`src/rtl/seven_segment_scanner_pkg.sv`:
```
// Shared definitions for the seven-segment scanner:
// segment patterns, scan state encoding and a width helper.
package seven_segment_scanner_pkg;

    typedef enum logic {
        SCAN_BLANK,
        SCAN_DRIVE
    } scan_state_t;

    // Active-low patterns ordered {g,f,e,d,c,b,a}
    localparam logic [6:0] SEG_0    = 7'h40;
    localparam logic [6:0] SEG_1    = 7'h79;
    localparam logic [6:0] SEG_2    = 7'h24;
    localparam logic [6:0] SEG_3    = 7'h30;
    localparam logic [6:0] SEG_4    = 7'h19;
    localparam logic [6:0] SEG_5    = 7'h12;
    localparam logic [6:0] SEG_6    = 7'h02;
    localparam logic [6:0] SEG_7    = 7'h78;
    localparam logic [6:0] SEG_8    = 7'h00;
    localparam logic [6:0] SEG_9    = 7'h10;
    localparam logic [6:0] SEG_DASH = 7'h3F;
    localparam logic [6:0] SEG_OFF  = 7'h7F;

    // Bits needed to hold values 0..value-1, never less than one
    function automatic int clog2_min1(input int value);
        int width;
        width = 1;
        while ((1 << width) < value) begin
            width = width + 1;
        end
        return width;
    endfunction

endpackage

```
`src/rtl/seven_segment_scanner_bcd_to_seven_segment.sv`:
```
// Combinational BCD to active-low seven-segment decoder;
// non-decimal codes show a dash.
module bcd_to_seven_segment
    import seven_segment_scanner_pkg::*;
(
    input  logic [3:0] bcd,
    output logic [6:0] segments
);

    always_comb begin
        case (bcd)
            4'd0:    segments = SEG_0;
            4'd1:    segments = SEG_1;
            4'd2:    segments = SEG_2;
            4'd3:    segments = SEG_3;
            4'd4:    segments = SEG_4;
            4'd5:    segments = SEG_5;
            4'd6:    segments = SEG_6;
            4'd7:    segments = SEG_7;
            4'd8:    segments = SEG_8;
            4'd9:    segments = SEG_9;
            default: segments = SEG_DASH;
        endcase
    end

endmodule

```
`src/rtl/seven_segment_scanner.sv`:
```
// Time-multiplexes a packed BCD word onto a common-anode display with
// blank gaps between digits, per-scan snapshot, zero blanking and blink.
module seven_segment_scanner
    import seven_segment_scanner_pkg::*;
#(
    parameter int NUMBER_OF_DIGITS            = 4,
    parameter int NUMBER_OF_BITS_PER_DIGIT    = 4,
    parameter int BOARD_CLOCK_FREQUENCY_IN_HZ = 100_000_000,
    parameter int DIGIT_REFRESH_RATE_IN_HZ    = 1000,
    parameter int BLANK_CYCLES                = 64,
    parameter int BLINK_RATE_IN_HZ            = 2,
    parameter int DOT_POSITION                = 2,
    parameter int LEADING_ZERO_BLANK          = 1
) (
    input  logic                                                 clk,
    input  logic                                                 rst,
    input  logic                                                 enable,
    input  logic                                                 blink,
    input  logic [NUMBER_OF_DIGITS*NUMBER_OF_BITS_PER_DIGIT-1:0] number,
    output logic [6:0]                                           segments,
    output logic                                                 dot,
    output logic [NUMBER_OF_DIGITS-1:0]                          digit_select,
    output logic [clog2_min1(NUMBER_OF_DIGITS)-1:0]              digit_index
);

    localparam int TICKS        = BOARD_CLOCK_FREQUENCY_IN_HZ / (DIGIT_REFRESH_RATE_IN_HZ * NUMBER_OF_DIGITS);
    localparam int BLINK_PERIOD = BOARD_CLOCK_FREQUENCY_IN_HZ / BLINK_RATE_IN_HZ;
    localparam int BLINK_HALF   = BLINK_PERIOD / 2;
    localparam int SLOT_W       = clog2_min1(TICKS);
    localparam int BLINK_W      = clog2_min1(BLINK_PERIOD);
    localparam int INDEX_W      = clog2_min1(NUMBER_OF_DIGITS);
    localparam int NUMBER_W     = NUMBER_OF_DIGITS * NUMBER_OF_BITS_PER_DIGIT;
    localparam int BPD          = NUMBER_OF_BITS_PER_DIGIT;

    scan_state_t                   state;
    scan_state_t                   state_next;
    logic [SLOT_W-1:0]             slot_count;
    logic [SLOT_W-1:0]             slot_next;
    logic [INDEX_W-1:0]            index_next;
    logic [NUMBER_W-1:0]           shadow;
    logic [NUMBER_W-1:0]           shadow_next;
    logic [BLINK_W-1:0]            blink_count;
    logic [BLINK_W-1:0]            blink_next;
    logic                          load_pending;
    logic                          slot_end;
    logic                          show_digit;
    logic                          zeros_above;
    logic [NUMBER_OF_DIGITS-1:0]   lz_mask;
    logic [3:0]                    digit_value;
    logic [6:0]                    decoded;

    // Next-state values; outputs are registered from these so that the
    // visible pattern always matches the registered scan position.
    always_comb begin
        slot_end   = (slot_count == SLOT_W'(TICKS - 1));
        slot_next  = slot_end ? '0 : slot_count + 1'b1;
        state_next = state;
        index_next = digit_index;
        case (state)
            SCAN_BLANK: begin
                if (slot_count == SLOT_W'(BLANK_CYCLES - 1)) begin
                    state_next = SCAN_DRIVE;
                end
            end
            SCAN_DRIVE: begin
                if (slot_end) begin
                    state_next = SCAN_BLANK;
                    index_next = (digit_index == INDEX_W'(NUMBER_OF_DIGITS - 1)) ? '0 : digit_index + 1'b1;
                end
            end
            default: state_next = SCAN_BLANK;
        endcase
        shadow_next = (load_pending || (state == SCAN_DRIVE && slot_end &&
                       digit_index == INDEX_W'(NUMBER_OF_DIGITS - 1))) ? number : shadow;
        blink_next  = (blink_count == BLINK_W'(BLINK_PERIOD - 1)) ? '0 : blink_count + 1'b1;
        show_digit  = enable && !(blink && (blink_next >= BLINK_W'(BLINK_HALF))) &&
                      (state_next == SCAN_DRIVE);
    end

    // Digit mux plus leading-zero mask, scanning from the most significant digit down
    always_comb begin
        digit_value = '0;
        lz_mask     = '0;
        zeros_above = 1'b1;
        for (int i = NUMBER_OF_DIGITS - 1; i >= 0; i--) begin
            zeros_above = zeros_above && (shadow_next[i*BPD +: BPD] == '0);
            if (LEADING_ZERO_BLANK != 0 && i > DOT_POSITION) begin
                lz_mask[i] = zeros_above;
            end
            if (index_next == INDEX_W'(i)) begin
                digit_value = 4'(shadow_next[i*BPD +: BPD]);
            end
        end
    end

    bcd_to_seven_segment u_decoder (
        .bcd      (digit_value),
        .segments (decoded)
    );

    always_ff @(posedge clk or posedge rst) begin
        if (rst) begin
            state        <= SCAN_BLANK;
            slot_count   <= '0;
            digit_index  <= '0;
            shadow       <= '0;
            blink_count  <= '0;
            load_pending <= 1'b1;
            segments     <= SEG_OFF;
            dot          <= 1'b1;
            digit_select <= '1;
        end else begin
            state        <= state_next;
            slot_count   <= slot_next;
            digit_index  <= index_next;
            shadow       <= shadow_next;
            blink_count  <= blink_next;
            load_pending <= 1'b0;
            if (show_digit) begin
                segments     <= lz_mask[index_next] ? SEG_OFF : decoded;
                dot          <= (index_next != INDEX_W'(DOT_POSITION));
                digit_select <= ~(NUMBER_OF_DIGITS'(1) << index_next);
            end else begin
                segments     <= SEG_OFF;
                dot          <= 1'b1;
                digit_select <= '1;
            end
        end
    end

endmodule

```
`config.mk`:
```
export PLATFORM = sky130hd
export DESIGN_NAME = seven_segment_scanner
export DESIGN_NICKNAME = d
export VERILOG_FILES = /design/src/rtl/seven_segment_scanner_pkg.sv /design/src/rtl/seven_segment_scanner_bcd_to_seven_segment.sv /design/src/rtl/seven_segment_scanner.sv
export SDC_FILE = /design/constraint.sdc
export NUM_CORES = 1
export LEC_CHECK = 0
export CAP_MARGIN = 25
export CORE_ASPECT_RATIO = 1.2
export CORE_MARGIN = 10
export CORE_UTILIZATION = 60
export CTS_CLUSTER_SIZE = 16
export DETAILED_ROUTE_END_ITERATION = 10
export PLACE_DENSITY = 0.93
export SLEW_MARGIN = 15
export SYNTH_ARGS = -nofsm -noshare
export SYNTH_HDL_FRONTEND = slang
export SYNTH_SLANG_ARGS = --single-unit
export TNS_END_PERCENT = 30
```
`constraint.sdc`:
```
create_clock -name clk -period 8.45 [get_ports clk]
set_input_delay 1.69 -clock clk [delete_from_list [all_inputs] [get_ports clk]]
set_output_delay 1.69 -clock clk [all_outputs]
set_load 0.1 [all_outputs]
```
* After elaboration in Yosys (flattened, before gate mapping)
Memory sizes are Yosys's and may differ from the RTL's. Index checks and enable logic that the tools add are counted.
Word-level totals: flip-flop bits (word level) 73, bits in read-only memories 112, output and inout port bits 14, logic and storage cells 54, memories 1
Cells by class: add/subtract/negate cells 3, $lt $le $gt $ge 2, equal/unequal tests 8, shift operators 1, muxes and demuxes 19, bitwise gates (word level) 2, reductions and logical operators 9
Memory list:
- (no name shown) | words 16, width 7, rd ports 1, clocked after memory_dff 0, wr ports 0, line seven_segment_scanner_bcd_to_seven_segment.sv:11 | case (bcd)
Operators by type and width (count):
- 26-bit by 1-bit adder with 26-bit output, second input constant | 1
- 26-bit == test, second input constant | 1
- 26-bit by 25-bit greater-or-equal comparator with 1-bit output, second input constant | 1
- 26-bit two-way mux | 1
- 4-bit two-way mux | 5
- 16-bit two-way mux | 1
- 15-bit by 1-bit adder with 15-bit output, second input constant | 1
- 15-bit == test, second input constant | 1
- 15-bit by 6-bit == test with 1-bit output, second input constant | 1
- 15-bit two-way mux | 1
- 7-bit two-way mux | 2
- 2-bit == test, second input constant | 3
- 2-bit two-way mux | 3
- 1-bit logical AND | 5
- 4-bit zero test | 1
- 1-bit two-way mux | 4
- 4-bit inverter | 1
- 1-bit by 2-bit << shifter with 4-bit output, first input constant | 1
- 2-bit by 3-bit < comparator with 1-bit output, second input constant | 1
- 2-bit by 1-bit adder with 2-bit output, second input constant | 1
- 1-bit binary-select mux with 2-bit select | 1
- 2-bit by 1-bit == test with 1-bit output, second input constant | 1
- 2-bit zero test | 1
- 2-bit inequality test, second input constant | 1
- 4 further kinds | 4

* Longest topological paths before layout
Gate-level depths: netlist (run 1). An unclocked memory read counts as a cell.
depth in word-level cells 12, gate-level depth with buffers 13, gate-level depth less buffers 12

* Modules after synthesis
A second synthesis (run 1) with hierarchy kept.
Second synthesis, totals: cells, all modules 380, area total of the unflattened synthesis 3875.0 µm²
By module, submodules not included:
- seven_segment_scanner | times used 1, cells an instance 349, area each 3644.7 µm², sequential area each 1816.7 µm²
- bcd_to_seven_segment | times used 1, cells an instance 31, area each 230.2 µm², sequential area each 0.0 µm²

* Worst setup path after synthesis (run 1)
No wires, ideal clock.
path kind reg2reg, start reg digit_index[1], end reg segments[4], arrival 3.137 ns, required time 8.369 ns, setup slack 5.231 ns, stages on the path, launching flop included 13, buffers on the path 1, period minus slack after synthesis 3.219 ns, cells stage by stage dfrtp_1 ha_1 nor2_1 nand3_1 nor2b_1 buf_2 mux2_2 mux2i_4 inv_2 ha_1 nor3_1 a211oi_1 o211ai_1
Between the ends: longest elaborated chain between the ends 12, elaborated cells between the ends (all ways) 22
Ends and longest elaborated chain:
- from (decl) | line seven_segment_scanner.sv:23 | output logic [clog2_min1(NUMBER_OF_DIGITS)-1:0] digit_index
- from (signal assigned) | line seven_segment_scanner.sv:115 | digit_index <= index_next;
- 2-bit by 1-bit adder with 2-bit output or 2-bit == test (tied branches) | line seven_segment_scanner.sv:68, seven_segment_scanner.sv:74
- 2-bit two-way mux | line seven_segment_scanner.sv:68 | index_next = (digit_index == INDEX_W'(NUMBER_OF_DIGITS - 1)) ? '0 : digit_index + 1'b1;
- 2-bit two-way mux | line seven_segment_scanner.sv:66 | if (slot_end) begin
- 2-bit two-way mux | line seven_segment_scanner.sv:59 | case (state)
- 2-bit == test | line seven_segment_scanner.sv:90 | if (index_next == INDEX_W'(i)) begin
- 4-bit two-way mux (4 in a row) | line seven_segment_scanner.sv:90
- memory read 16 x 7 bit
- 7-bit two-way mux * | line seven_segment_scanner.sv:120 | segments <= lz_mask[index_next] ? SEG_OFF : decoded;
- 7-bit two-way mux * | line seven_segment_scanner.sv:119 | if (show_digit) begin
- to (signal assigned) | line seven_segment_scanner.sv:120
- to (decl) | line seven_segment_scanner.sv:20 | output logic [6:0] segments,
Every way passes the cells marked *; elsewhere a longest branch is shown, timed or not. The select of a mux whose other input is x is not followed.

* Worst setup path after layout (run 1)
start reg slot_count[6], end reg segments[4]
Between the ends: longest elaborated chain between the ends 12, elaborated cells between the ends (all ways) 26
Ends and longest elaborated chain:
- from (decl) | line seven_segment_scanner.sv:37 | logic [SLOT_W-1:0] slot_count;
- from (signal assigned) | line seven_segment_scanner.sv:114 | slot_count <= slot_next;
- branches (longest 11 deep; another with memory read 16 x 7 bit)
- 7-bit two-way mux * | line seven_segment_scanner.sv:119
Every way passes the cells marked *. The select of a mux whose other input is x is not followed.

==> impl_metrics.tcl, run 1 <==
set metrics [dict create \
    ys_seq_area_frac 0.4800 \
    nFillCells 439 \
    postSynthAreaPerCell_sq_um 10.48 \
    rows 31 \
    finish.net_count 422 \
    r2r_start "slot_count[6]$_DFF_PP0_" \
    synth_fp_nets 389 \
    die_area_sq_mm 0.009899 \
    timing.final.max_slew_violations 0 \
    slew_headroom 0.3302 \
    setup_viol 0 \
    design_area_sq_mm 0.004357 \
    final_critical_path_setup_slack_ps 4515 \
    synth.most_common_cell "dfrtp_1" \
    clock_latency_ps 360 \
    pre_cts_ws_ps 4518 \
    crit_fanout 16 \
    dp_cells 465 \
    netlist_area_sq_mm 0.003785 \
    yosysWarnings 0 \
    fin_setup_tns_ps 0 \
    drive_above_1_share 0.1404 \
    start_util 0.6215 \
    portBuffers 33 \
    core_sq_mm 0.006090 \
    via_per_inst 5.992 \
    die_w_um 92.51 \
    hold_path_end "blink_count[0]$_DFF_PP0_" \
    die_h_um 107.0 \
    place_area_sq_mm 0.004161 \
    synthDistinctLibCells 58 \
    grt_overflow 0 \
    htree_levels 3 \
    drc 0 \
    synth-edff-count 0 \
    synth-main-ff-cell "dfrtp_1" \
    clk_path_buf_depth 2 \
    area_growth_pct 15.11 \
    r2r_setup_slack_ps 4510 \
    postCtsSetupBuffers 0 \
    ant_nets 0 \
    rsz0062_at_grt "no" \
    clock-sinks 72 \
    power_uw 680.3 \
    fin_skew_ps 15.59 \
    leakage_nw 1.812 \
    synth.area.top_cells "dfrtp_1, dfstp_2, xnor2_1" \
    yosysTopAreaCell "dfrtp_1" \
    grt_max_degree 73 \
    arrival_ps 4220 \
    status "finished, final reports clean" \
    whs_path_depth 1 \
    routed_wirelength_mm 8.645 \
    place_congestion 0.9068 \
    endpoint_kind "flip-flop" \
    post_drt_wl_per_cell_um 17.97 \
    diodes 0 \
    grt_pass1_wl_mm 14.23 \
    max_slew.worst_pin.slew_ps 1002 \
    p_per_area_mw_per_mm2 156.2 \
    synthCells 361 \
    r2r-end "segments[4]$_DFF_PP1_" \
    holdCritPathClass "reg2reg" \
    drtIter0Drc 186 \
    holdBufCountCts 0 \
    first_global_vias 2875 \
    peakVddDrop_mv 0.1182 \
    clk_pin_slew_ps 80 \
    hold-worst-slack_ps 497.7 \
    async_reset_ff_frac 1.000 \
    synth_common_cells "dfrtp_1, nor2_1, nand3_1" \
    max_freq_ghz 0.2541 \
    min_from "blink_count[0]$_DFF_PP0_" \
    critPathLaunchType "flip-flop" \
    final_cells 481 \
    synth_seq_cells 72 \
    antenna_found_initial 0 \
    cts_tree "built" \
    vias 2882 \
    hold_viol_final 0 \
    period_needed_ps 3935 \
    clockRootBuffer "clkbuf_8" \
    finalCritPeriodShare 0.4657 \
    place_hpwl_mm 5.979 \
    cts_buffers 9 \
    worst-setup-path-type "reg2reg" \
    grt_usage 0.1776 \
    max_cap_viol_count 0 \
    crit_required_ps 8730 \
    ios 34 \
    cts_resized 0 \
    ff2ff_path_depth 11 \
    fin_util 0.7154 \
    yosysTopAreaCellShare 0.3967 \
    firstDrtPassIters 7 \
]
registers in the layout, summed over array words and instances (netlist names):
| name | cells |
|---|---|
| segments | 7 |
| digit_index | 2 |
| state | 1 |
| digit_select | 4 |
| shadow | 16 |
| slot_count | 15 |
| load_pending | 1 |
| blink_count | 26 |
worst max-delay path by stage:
stage / from / end / slack, ps / cells after the start
finish: slot_count[6]$_DFF_PP0_ / segments[4]$_DFF_PP1_ / 4510 / 11
global route: slot_count[6]$_DFF_PP0_ / segments[4]$_DFF_PP1_ / 4270 / 11
CTS: slot_count[6]$_DFF_PP0_ / segments[4]$_DFF_PP1_ / 4520 / 11
detailed placement: slot_count[6]$_DFF_PP0_ / segments[4]$_DFF_PP1_ / 4520 / 11
global placement: number[1] / segments[4]$_DFF_PP1_ / 4780 / 9
floorplan: rst / blink_count[0]$_DFF_PP0_ / 4950 / 1
routing by layer:
| metal | vias to the layer above | global-route usage | share of wire |
|---|---|---|---|
| met2 | 112 | 0.3051 | 0.50 |
| met3 | 39 | 0.03489 | 0.053 |
| li1 | 1335 | - | - |
| met5 | - | 0 | 0 |
| met4 | 0 | 0.09823 | 0.042 |
| met1 | 1396 | 0.2027 | 0.40 |
area by class of cell:
type | instances | area (sq um) | area share
well taps | 82 | 102.6 | 0.02355
repair buffers | 35 | 345.3 | 0.07926
inverters | 20 | 75.07 | 0.01723
clock buffers | 9 | 123.9 | 0.02843
clock inverters | 7 | 71.32 | 0.01637
flip-flops and latches | 72 | 1817 | 0.4170
multi-input cells | 256 | 1822 | 0.4182
worst max-delay path, cell delays in order, from the launching register on:
cell	delay [ps]
dfrtp_1	430
or3_4	430
nor4_4	770
a21oi_1	190
nor2b_1	490
mux2_2	430
mux2i_4	230
inv_2	110
ha_1	230
nor3_1	230
a211oi_1	100
o211ai_1	220
cell usage in the layout (no fill, tap or decap), types with 3 or more instances in the layout:
cell,instances
dfrtp_1,60
and3_1,6
a21oi_1,6
o2111ai_1,5
dfstp_2,12
xnor2_1,23
clkinvlp_4,3
nor4b_1,3
o21ai_0,8
mux2i_1,10
nor2_1,35
xor2_1,13
nor4_1,9
nand4_1,10
nor3_1,10
ha_1,8
nand2_1,21
mux2_2,12
nand3b_1,3
nand3_1,24
inv_1,18
clkbuf_8,9
nor2b_1,6
clkdlybuf4s50_1,33
report_power, final:
group / switching (mW) / total, mW / internal, mW
logic: 0.0295 / 0.0522 / 0.0227
registers: 0.00299 / 0.356 / 0.353
clock network: 0.136 / 0.272 / 0.136
cell families after synthesis:
logic type,count (synthesis),share of synthesized area
and+or+nand+nor,145,0.2103
DFF,72,0.4800
AOI/OAI and AO/OA,40,0.07967
xor gates and xnor gates,36,0.08331
buffers and inverters,33,0.03867
muxes,26,0.08066
adders and majority gates,8,0.02645
other,1,0.0009908
No activity file was read; power rests on OpenSTA's default activity.
==> run 2: changes to the inputs <==
--- a/config.mk
+++ b/config.mk
@@ -8,10 +8,10 @@
 export CAP_MARGIN = 25
 export CORE_ASPECT_RATIO = 1.2
 export CORE_MARGIN = 10
-export CORE_UTILIZATION = 60
+export CORE_UTILIZATION = 52
 export CTS_CLUSTER_SIZE = 16
 export DETAILED_ROUTE_END_ITERATION = 10
-export PLACE_DENSITY = 0.93
+export PLACE_DENSITY = 0.86
 export SLEW_MARGIN = 15
 export SYNTH_ARGS = -nofsm -noshare
 export SYNTH_HDL_FRONTEND = slang
==> constraint.sdc (replaced) <==
create_clock -name clk -period 3.3 [get_ports clk]
set_input_delay 0.66 -clock clk [delete_from_list [all_inputs] [get_ports clk]]
set_output_delay 0.66 -clock clk [all_outputs]
set_load 0.1 [all_outputs]
==> run 2 against run 1 <==
  * Count of clock-buffer cells in the layout is the same
  * Design area is 4.4% higher
  * Register-to-register slack worse by 4400 ps
  * Sequential power grew to 2.6 times the previous value
  * Non-clock buffer count is 23 higher
  * Maximum frequency rose by 23%
  * Cell count is 6.4% higher
  * Clock power rose to 2.6 times the previous value
  * Die area rose by 12%
  * Highest routed layer unchanged
==> impl_metrics.tcl, run 2 (same netlist as run 1, synthesis figures left out) <==
set metrics [dict create \
    status "finished, final reports clean" \
    max_freq_ghz 0.3114 \
    dp_cells 488 \
    fin_setup_tns_ps 0 \
    place_congestion 0.8932 \
    clk_path_buf_depth 2 \
    grt_overflow 0 \
    largest_reg_flops 26 \
    period_needed_ps 3211 \
    cts_tree "built" \
    use_met1 0.1748 \
    ff2ff_path_depth 13 \
    drive_above_1_share 0.2370 \
    routed_wirelength_mm 8.782 \
    die_h_um 113.5 \
    start_util 0.5265 \
    clock_latency_ps 350 \
    final_cells 512 \
    grt.met3_usage 0.03388 \
    clk_pin_slew_ps 80 \
    reg_top3 "blink_count x26, shadow x16, slot_count x15" \
    critPathLaunchType "flip-flop" \
    timing.final.max_slew_violations 0 \
    r2r_start "slot_count[6]$_DFF_PP0_" \
    rows 34 \
    ios 34 \
    hold_viol_final 0 \
    r2r_setup_slack_ps 90 \
    place_hpwl_mm 6.196 \
    design_area_sq_mm 0.004549 \
    met2_usage 0.2899 \
    min_from "blink_count[0]$_DFF_PP0_" \
    area_growth_pct 20.20 \
    core_sq_mm 0.007189 \
    post_drt_wl_per_cell_um 17.15 \
    multi_input_area_sq_mm 0.001861 \
    htree_levels 3 \
    fin_skew_ps 11.69 \
    grt_max_degree 29 \
    vias 2930 \
    hold_path_end "blink_count[0]$_DFF_PP0_" \
    first_global_vias 3124 \
    top_register "blink_count" \
    diodes 0 \
    slew_headroom 0.5700 \
    die_w_um 97.88 \
    seqCellArea_sq_mm 0.001817 \
    r2r-end "segments[4]$_DFF_PP1_" \
    cts_buffers 9 \
    place_area_sq_mm 0.004249 \
    max_cap_viol_count 0 \
    drc 0 \
    clock-sinks 72 \
    die_area_sq_mm 0.01111 \
    endpoint_kind "flip-flop" \
    crit_fanout 5 \
    final_common_cell "dfrtp_1" \
    max_slew.worst_pin.slew_ps 639.1 \
    rsz0062_at_grt "yes" \
    finalCritPeriodShare 0.9730 \
    worst-setup-path-type "reg2reg" \
    peakVddDrop_mv 0.2791 \
    holdCritPathClass "reg2reg" \
    leakage_nw 1.933 \
    firstDrtPassIters 4 \
    grt_usage 0.1586 \
    portBuffers 33 \
    drtIter0Drc 161 \
    ant_nets 0 \
    antenna_found_initial 0 \
    nFillCells 543 \
    grt.busiest_layer "met2" \
    finish.net_count 445 \
    layout_common_cells "dfrtp_1, buf_4, nor2_1" \
    crit_required_ps 3580 \
    grt_pass1_wl_mm 14.81 \
    clockRootBuffer "clkbuf_8" \
    setup_viol 0 \
    via_per_inst 5.723 \
    p_per_area_mw_per_mm2 387.4 \
    arrival_ps 3490 \
    whs_path_depth 1 \
]
## run 2: per-stage QoR
| step | utilization | setup slack (ps) | hold slack [ps] | power, mW |
|---|---|---|---|---|
| 2_1_floorplan | - | 81.25 | 443.3 | 1.010 |
| 3_3_place_gp | 0.5910 | 97.48 | 467.6 | 1.051 |
| 3_5_place_dp | 0.5910 | 17.21 | 477.4 | 1.060 |
| 4_1_cts | 0.6246 | 0.9373 | 488.2 | 1.765 |
| 5_1_grt | 0.6328 | -63.41 | 512.7 | 1.826 |
| 6_report | 0.6328 | 89.02 | 485.7 | 1.762 |
## run 2: critical path: stages (launching register included)
cell      delay (ps)
dfrtp_1          380
or3_4            420
nor4_4           420
a31oi_4          150
buf_2            200
buf_4            150
mux2i_2          250
mux2i_2          140
mux2i_4          250
inv_2            100
ha_1             230
nor3_1           190
a211oi_1          70
o211ai_1         180
## run 2: worst max-delay path by stage
stage                                    from               endpoint  cells past startpoint
detailed placement    slot_count[6]$_DFF_PP0_  segments[4]$_DFF_PP1_                     11
CTS                 blink_count[21]$_DFF_PP0_  segments[5]$_DFF_PP1_                      9
finish                slot_count[6]$_DFF_PP0_  segments[4]$_DFF_PP1_                     13
floorplan            digit_index[1]$_DFF_PP0_  segments[4]$_DFF_PP1_                     12
global placement      slot_count[6]$_DFF_PP0_  segments[4]$_DFF_PP1_                     11
global route          slot_count[6]$_DFF_PP0_  segments[4]$_DFF_PP1_                     13
## run 2: cell type report
class	instances	share of cell area
Clock buffer	9	0.02723
Timing Repair Buffer	58	0.1056
Inverter	20	0.01650
Tap cell	90	0.02475
Clock inverter	7	0.01760
Multi-Input combinational cell	256	0.4090
Sequential cell	72	0.3993
## run 2: what timing repair did
| action | 4_1_cts | 5_1_grt |
|---|---|---|
| pin swaps | 3 | 3 |
| setup endpoints to repair | 1 | 11 |
| setup buffers | 5 | 3 |
| gates resized for setup | 1 | 8 |
| hold buffers | 0 | 0 |
## run 2: power breakdown
part           switching [mW]  total (mW)  internal [mW]  leakage (nW)
Combinational          0.0789       0.150         0.0710         0.939
Clock                   0.348       0.703          0.355        0.0960
Sequential            0.00655       0.909          0.903         0.899
## run 2: metal layers
layer | part of all wire | routed length, um | vias to the layer above
met2 | 0.53 | 4650 | 91
li1 | - | - | 1384
met1 | 0.41 | 3569 | 1438
met3 | 0.042 | 367 | 17
met4 | 0.022 | 194 | 0
met5 | 0 | 0 | -
==> run 3: changes to the inputs <==
--- a/config.mk
+++ b/config.mk
@@ -11,7 +11,7 @@
 export CORE_UTILIZATION = 52
 export CTS_CLUSTER_SIZE = 16
 export DETAILED_ROUTE_END_ITERATION = 10
-export PLACE_DENSITY = 0.86
+export PLACE_DENSITY = 0.74
 export SLEW_MARGIN = 15
 export SYNTH_ARGS = -nofsm -noshare
 export SYNTH_HDL_FRONTEND = slang
==> run 3 against run 2 <==
  * Clock skew up 0.92 ps
  * Maximum frequency up 2.9%
  * Die area unchanged
  * Worst setup slack better by 91 ps
  * Design area down 2.0%
  * Critical path depth unchanged
  * Clock power up 9.8%
  * Via count down 3.4%
  * Combinational power down 9%
  * Non-clock buffer count down 13
  * Sequential share of layout area up 0.81 points
==> impl_metrics.tcl, run 3 (same netlist as run 1, synthesis figures left out) <==
set metrics [dict create \
    timing.final.max_slew_violations 0 \
    grt_overflow 0 \
    clockRootBuffer "clkbuf_8" \
    place_hpwl_mm 5.966 \
    arrival_ps 3400 \
    die_h_um 113.5 \
    max_slew.worst_pin.slew_ps 718.1 \
    drc 0 \
    final_common_cell "dfrtp_1" \
    top_register "blink_count" \
    post_drt_wl_per_cell_um 16.47 \
    period_needed_ps 3120 \
    max_cap_viol_count 0 \
    cts_tree "built" \
    crit_fanout 9 \
    grt_max_degree 40 \
    clk_pin_slew_ps 80 \
    ant_nets 0 \
    htree_levels 3 \
    peakVddDrop_mv 0.2793 \
    cts_buffers 9 \
    grt_usage 0.1533 \
    holdCritPathClass "reg2reg" \
    grt_pass1_wl_mm 14.20 \
    firstDrtPassIters 4 \
    routed_wirelength_mm 8.219 \
    via_per_inst 5.671 \
    die_area_sq_mm 0.01111 \
    antenna_found_initial 0 \
    fin_setup_tns_ps 0 \
    clk_path_buf_depth 2 \
    leakage_nw 1.874 \
    rows 34 \
    p_per_area_mw_per_mm2 407.3 \
    largest_reg_flops 26 \
    drtIter0Drc 158 \
    r2r_setup_slack_ps 180 \
    rsz0062_at_grt "no" \
    clock-sinks 72 \
    diodes 0 \
    area_growth_pct 17.82 \
    hold_viol_final 0 \
    core_sq_mm 0.007189 \
    crit_required_ps 3580 \
    finalCritPeriodShare 0.9456 \
    worst-setup-path-type "reg2reg" \
    reg_top3 "blink_count x26, shadow x16, slot_count x15" \
    finish.net_count 432 \
    place_congestion 0.8642 \
    max_freq_ghz 0.3205 \
    layout_common_cells "dfrtp_1, nor2_1, buf_4" \
    design_area_sq_mm 0.004459 \
    fin_skew_ps 12.61 \
    critPathLaunchType "flip-flop" \
    status "finished, final reports clean" \
    die_w_um 97.88 \
    clock_latency_ps 360 \
    slew_headroom 0.5206 \
    vias 2830 \
    ios 34 \
    setup_viol 0 \
    first_global_vias 2882 \
    endpoint_kind "flip-flop" \
    drive_above_1_share 0.2029 \
    place_area_sq_mm 0.004217 \
    portBuffers 33 \
    start_util 0.5265 \
]
run 3: path summary, 6_finish.rpt:
check | startpoint | to | cells after the start
max in group asynchronous | rst | digit_select[2]$_DFF_PP1_ | 3
worst min register to register | blink_count[0]$_DFF_PP0_ | blink_count[0]$_DFF_PP0_ | 1
worst min-delay path | blink_count[0]$_DFF_PP0_ | blink_count[0]$_DFF_PP0_ | 1
worst max register to register | slot_count[0]$_DFF_PP0_ | segments[4]$_DFF_PP1_ | 13
min in group asynchronous | rst | blink_count[19]$_DFF_PP0_ | 2
worst max-delay path | slot_count[0]$_DFF_PP0_ | segments[4]$_DFF_PP1_ | 13
run 3: per-layer routing:
metal	wire length (um)	global-route usage
met3	331	0.04235
met5	0	0
met2	4084	0.2511
met4	146	0.05146
met1	3657	0.1907
run 3: final cells by class:
type	count	area (sq um)
tap	90	112.6
multi-input combinational	256	1836
fill	582	2730
clock buffer	10	127.6
clock inverter	6	93.84
timing repair buffer	45	397.9
sequential	72	1817
inverter	20	75.07
run 3: power breakdown:
| group | total, mW | switching [mW] | internal [mW] |
|---|---|---|---|
| Combinational | 0.136 | 0.0733 | 0.0625 |
| Sequential | 0.908 | 0.00551 | 0.903 |
| Clock | 0.772 | 0.343 | 0.429 |
run 3: what timing repair did:
item	4_1_cts	5_1_grt
setup buffers	0	1
hold buffers	0	0
resized for setup	0	4
setup endpoints to repair	0	11
run 3: critical path: stages, from the launching register on:
cell,delay (ps)
dfrtp_1,400
ha_2,230
nand4bb_1,170
nor4_4,370
a31oi_4,210
buf_4,240
mux2i_2,250
mux2i_2,130
mux2i_4,230
inv_2,100
ha_1,220
nor3_1,220
a211oi_1,80
o211ai_1,180
run 3: per-stage QoR:
stage | cells | total power [mW] | setup slack [ps] | hold WS, ps | utilization
2_1_floorplan | 361 | 1.010 | 81.25 | 443.3 | -
3_3_place_gp | 482 | 1.055 | 192.0 | 458.6 | 0.5865
3_5_place_dp | 482 | 1.059 | 80.25 | 478.0 | 0.5865
4_1_cts | 498 | 1.834 | 37.05 | 492.5 | 0.6173
5_1_grt | 499 | 1.885 | 12.85 | 514.8 | 0.6203
6_report | 499 | 1.816 | 179.7 | 494.0 | 0.6203
